--- config.mk ---
export PLATFORM = sky130hd
export DESIGN_NAME = inst_fetch
export DESIGN_NICKNAME = d
export VERILOG_FILES = /design/src/rtl/inst_fetch.sv
export SDC_FILE = /design/constraint.sdc
export NUM_CORES = 1
export LEC_CHECK = 0
export CORE_ASPECT_RATIO = 0.9
export CORE_MARGIN = 10
export CORE_UTILIZATION = 35
export CTS_CLUSTER_DIAMETER = 40
export DETAILED_ROUTE_END_ITERATION = 10
export RECOVER_POWER = 25
export SYNTH_ARGS = -nofsm -noshare
export SYNTH_HDL_FRONTEND = slang
export SYNTH_SLANG_ARGS = --single-unit
--- constraint.sdc ---
create_clock -name clk -period 1.44 [get_ports clk]
set_input_delay 0.288 -clock clk [delete_from_list [all_inputs] [get_ports clk]]
set_output_delay 0.288 -clock clk [all_outputs]
set_load 0.02 [all_outputs]
--- src/rtl/inst_fetch.sv ---
// -----------------------------------------------------------------------------
// inst_fetch
//
// Instruction fetch unit. It holds the program counter, issues reads to a
// synchronous program ROM and registers each returned instruction into
// inst_reg, together with a valid flag and the address it came from.
// Jumps flush the pipeline and refill it from jump_addr. A skip request
// (for example a DECFSZ/INCFSZ result) turns the next instruction into a
// bubble. A stall freezes the whole unit.
//
// Ports
//   clk         in   1       single clock, rising edge
//   rst         in   1       synchronous, active-high reset
//   stall       in   1       freeze fetch and inst_reg this cycle
//   jump        in   1       redirect fetch to jump_addr (single-cycle pulse)
//   jump_addr   in   ADDR_W  jump target
//   skip        in   1       discard next instruction loaded into inst_reg
//   pmem_addr   out  ADDR_W  ROM read address (registered)
//   pmem_en     out  1       ROM read enable = !stall && !rst (combinational)
//   pmem_rdata  in   INST_W  ROM data, valid 1 cycle after an enabled edge
//   inst_reg    out  INST_W  instruction to decoder
//   inst_valid  out  1       inst_reg holds a real instruction (0 = bubble)
//   inst_pc     out  ADDR_W  address of the instruction in inst_reg
//   state_dbg   out  1       current fetch state (0 = FILL, 1 = RUN)
//
// Request protocol: jump and skip are single-cycle pulses sampled on the
// rising edge. On any edge where stall is high they are ignored and the
// requester must present them again once stall drops. Within one edge the
// priority is rst > stall > jump > skip > normal advance.
// -----------------------------------------------------------------------------
module inst_fetch #(
  parameter int                 ADDR_W       = 8,
  parameter int                 INST_W       = 8,
  parameter logic [ADDR_W-1:0]  RESET_VECTOR = '0,
  parameter logic [INST_W-1:0]  NOP_INST     = '0
) (
  input  logic              clk,
  input  logic              rst,
  input  logic              stall,
  input  logic              jump,
  input  logic [ADDR_W-1:0] jump_addr,
  input  logic              skip,
  output logic [ADDR_W-1:0] pmem_addr,
  output logic              pmem_en,
  input  logic [INST_W-1:0] pmem_rdata,
  output logic [INST_W-1:0] inst_reg,
  output logic              inst_valid,
  output logic [ADDR_W-1:0] inst_pc,
  output logic              state_dbg
);

  // FILL: the ROM output does not yet correspond to a wanted address (after
  //       reset or a jump), so nothing may be loaded into inst_reg.
  // RUN : pmem_rdata holds mem[fetch_pc_q] and can be consumed every edge.
  typedef enum logic {
    FILL = 1'b0,
    RUN  = 1'b1
  } state_e;

  state_e            state_q,      state_d;
  logic [ADDR_W-1:0] pmem_addr_q,  pmem_addr_d;
  logic [ADDR_W-1:0] fetch_pc_q,   fetch_pc_d;   // address whose data is on pmem_rdata
  logic [INST_W-1:0] inst_reg_q,   inst_reg_d;
  logic              inst_valid_q, inst_valid_d;
  logic [ADDR_W-1:0] inst_pc_q,    inst_pc_d;
  logic              skip_pend_q,  skip_pend_d;  // skip seen during FILL, applied on first RUN load

  // Next sequential fetch address; wraps silently at 2^ADDR_W.
  logic [ADDR_W-1:0] pmem_addr_inc;
  assign pmem_addr_inc = pmem_addr_q + ADDR_W'(1);

  always_comb begin
    state_d      = state_q;
    pmem_addr_d  = pmem_addr_q;
    fetch_pc_d   = fetch_pc_q;
    inst_reg_d   = inst_reg_q;
    inst_valid_d = inst_valid_q;
    inst_pc_d    = inst_pc_q;
    skip_pend_d  = skip_pend_q;

    if (stall) begin
      // Everything holds; the ROM is disabled so its output holds too.
    end else if (state_q == FILL) begin
      if (jump) begin
        // Redirect before anything has been issued; stay in FILL.
        pmem_addr_d = jump_addr;
        skip_pend_d = 1'b0;
      end else begin
        // The ROM captures pmem_addr on this edge; remember which address
        // that was so the data can be tagged when it is consumed.
        fetch_pc_d  = pmem_addr_q;
        pmem_addr_d = pmem_addr_inc;
        state_d     = RUN;
        if (skip) begin
          skip_pend_d = 1'b1;
        end
      end
    end else begin
      if (jump) begin
        // Full flush, even when jump_addr equals the current pmem_addr: the
        // data in flight belongs to the old stream and is discarded.
        pmem_addr_d  = jump_addr;
        inst_reg_d   = NOP_INST;
        inst_valid_d = 1'b0;
        skip_pend_d  = 1'b0;
        state_d      = FILL;
      end else begin
        fetch_pc_d  = pmem_addr_q;
        pmem_addr_d = pmem_addr_inc;
        // A skipped instruction is still consumed: inst_pc advances to it so
        // the following instruction keeps its correct address.
        inst_pc_d   = fetch_pc_q;
        if (skip || skip_pend_q) begin
          inst_reg_d   = NOP_INST;
          inst_valid_d = 1'b0;
        end else begin
          inst_reg_d   = pmem_rdata;
          inst_valid_d = 1'b1;
        end
        skip_pend_d = 1'b0;
      end
    end
  end

  always_ff @(posedge clk) begin
    if (rst) begin
      state_q      <= FILL;
      pmem_addr_q  <= RESET_VECTOR;
      fetch_pc_q   <= '0;
      inst_reg_q   <= NOP_INST;
      inst_valid_q <= 1'b0;
      inst_pc_q    <= '0;
      skip_pend_q  <= 1'b0;
    end else begin
      state_q      <= state_d;
      pmem_addr_q  <= pmem_addr_d;
      fetch_pc_q   <= fetch_pc_d;
      inst_reg_q   <= inst_reg_d;
      inst_valid_q <= inst_valid_d;
      inst_pc_q    <= inst_pc_d;
      skip_pend_q  <= skip_pend_d;
    end
  end

  assign pmem_addr  = pmem_addr_q;
  assign pmem_en    = !stall && !rst;
  assign inst_reg   = inst_reg_q;
  assign inst_valid = inst_valid_q;
  assign inst_pc    = inst_pc_q;
  assign state_dbg  = state_q;

endmodule

==> flow_summary.yaml <==
placed_design:
  io_buffers: 47
  pre_cts_slack_ns: -0.542
  dpl.hpwl_um: 3090
  gp_congestion: 0.813
  dpl_cell_area_um2: 2070
synth:
  synth.most_common_cell: "dfxtp_1"
  synth_top_area_share_pct: 49.4
  yosysSeqAreaShare_pct: 49.4
  synth_top_area_cell: "dfxtp_1"
  syn-num-nets: 176
  async_flop_share_pct: 0
  synth_edf_count: 0
  synth_flop_cell: "dfxtp_1"
  synth_area_leaders: "dfxtp_1 49%, nand2_1 6.9%, mux2i_1 5.6%"
  synth.distinct_cells: 34
  yosys-top-cells-count: "35 x dfxtp_1, 26 x nand2_1, 12 x a21oi_1, 12 x nor2_1"
  netlist_area_um2: 1420
  avgSynthCellArea_um2: 9.21
  yosys_register_bits: 35
  synth_cells: 154
  synth_warnings: 0
setup_path:
  critPathArrivalTime_ns: 1.11
  critical_path_class: "in -> out"
  critPathCaptureType: "output pin"
  start_kind: "input pin"
  r2r_end: "pmem_addr[6]"
  rrSetupSlack_ns: 0.10
  r2r_cells: 4
  cp_data_required_time_ns: 1.15
  critical_path.max_fanout: 2
  worstReg2RegStart: "pmem_addr[0]"
route:
  via_per_inst: 4.99
  vias: 1347
  drc: 0
  drtAntennaViolNets: 0
  dr.first_iter.drc_count: 43
  wire_per_inst_um: 14.8
  wl_um: 3990
  dr.pass1.iters: 4
sta:
  min_period_over_period_pct: 96.9
  tightestPinTransition_ns: 0.316
  setup_viol: 0
  rsz0062_at_grt: "no"
  finalWorstSetupSlack_ns: 0.0451
  clock.fmax_mhz: 717
  hold_violations: 0
  fin_skew_ns: 0.00680
  period_minus_slack_ns: 1.39
  slew_headroom_pct: 79.0
  final_max_slew_viol_count: 0
floorplanning:
  num_rows: 21
  start_util_pct: 37.2
  die_h_um: 80.4
  dieArea_um2: 7000
  fp.dieW_um: 87.1
  core_um2: 3810
  ioPinCount: 48
layout:
  area_delta_synth_final_pct: 52.4
  n_antenna_cell: 0
  fin_area_um2: 2160
  final_nets: 245
  drive_gt1_share_pct: 17.0
clocking:
  cts_root_buf: "clkbuf_8"
  htreeDepth: 2
  cts_tree: "yes"
  cts.sinks: 35
  clock_latency_ns: 0.29
  clkTransAtPathRegs_ns: 0.08
  clock_path_buffers: 2
  cts_buffers: 5
flow_run:
  cap_violations: 0
min_path:
  hold_end: "fetch_pc_q[6]"
  hold_start: "fetch_pc_q[6]"
  hold_depth: 2
  hp-class: "reg -> reg"
global_route:
  track_usage_pct: 11.4
  first_global_vias: 1373
  grt_pass1_wl_um: 6360
  antenna_found_initial: 0
  grt_max_degree: 30
  overflow: 0
power:
  ir_drop_uv: 582
  powerDensity_nw_per_um2: 1000
  power_leakage_nw: 0.938
  total_power_mw: 2.17
status:
  status: "finished clean"
[repair_timing]
item	in CTS	in global routing
gates resized for setup	39	1
setup buffers	2	0
setup endpoints to repair	45	1
pin swaps	3	0
hold buffers	0	0
[final cells by class]
cell class	count	area, um^2
fillers	361	1650
flip-flops and latches	35	704
multi-input cells	108	672
repair buffers	70	603
clock buffers	5	68.8
well taps	46	57.6
clock inverters	3	43.8
inverters	3	11.3
[critical path: stages]
cell	delay, ns
clkdlybuf4s50_1	0.41
or2_4	0.25
inv_2	0.05
buf_6	0.11
[metal layers]
| metal | track usage, % | routed length (um) |
|---|---|---|
| met1 | 12.2 | 1660 |
| met2 | 19.6 | 2030 |
| met3 | 4.74 | 251 |
| met4 | 4.37 | 39 |
| met5 | 0 | 0 |
[layout by cell type, fill, tap and decap left out, types with 2 or more instances in the layout]
cell and n:
a31oi_1 4, clkbuf_8 5, dlygate4sd2_1 28, nand3_1 2, inv_1 2, a22o_1 8
o21ai_0 8, a21oi_1 12, o31a_1 2, o221ai_1 2, nor2b_1 4, nor3b_1 3
mux2i_1 8, buf_4 18, nand2_1 26, buf_6 2, dfxtp_1 32, clkdlybuf4s50_1 18
clkbuf_1 2, dfxtp_2 3, nor2_1 12
[worst max-delay path by stage]
| stage | start | to | slack (ns) |
|---|---|---|---|
| after floorplan | state_dbg | inst_reg[0] | 0.04 |
| after global placement | stall | pmem_en | -0.53 |
| after detailed placement | stall | pmem_en | -0.54 |
| after CTS | rst | pmem_en | 0.02 |
| after global routing | rst | pmem_en | 0.002 |
| final | rst | pmem_en | 0.05 |
[report_power, final]
| group | internal [mW] | switching (mW) |
|---|---|---|
| clock network | 0.515 | 0.364 |
| logic | 0.140 | 0.132 |
| registers | 0.994 | 0.0224 |
[cells by family after synthesis]
logic type	after synthesis	synth area share, %
flip-flops	35	49.4
multiplexers	9	6.44
AO/OA/AOI/OAI	41	19.5
AND/OR/NAND/NOR	57	20.0
buffers and inverters	11	3.71
adder cells (fa/ha/maj)	1	0.882
[stage by stage]
step	TNS [ns]	utilization, %	hold WS (ns)	std cells
final	0	56.7	0.460	270
after detailed placement	-10.35	54.2	0.449	260
after CTS	0	57.2	0.461	270
after global placement	-9.92	54.2	0.436	260
after floorplan	0	-	0.421	154
after global routing	0	56.7	0.471	270
No activity file was read; power rests on OpenSTA's default activity.
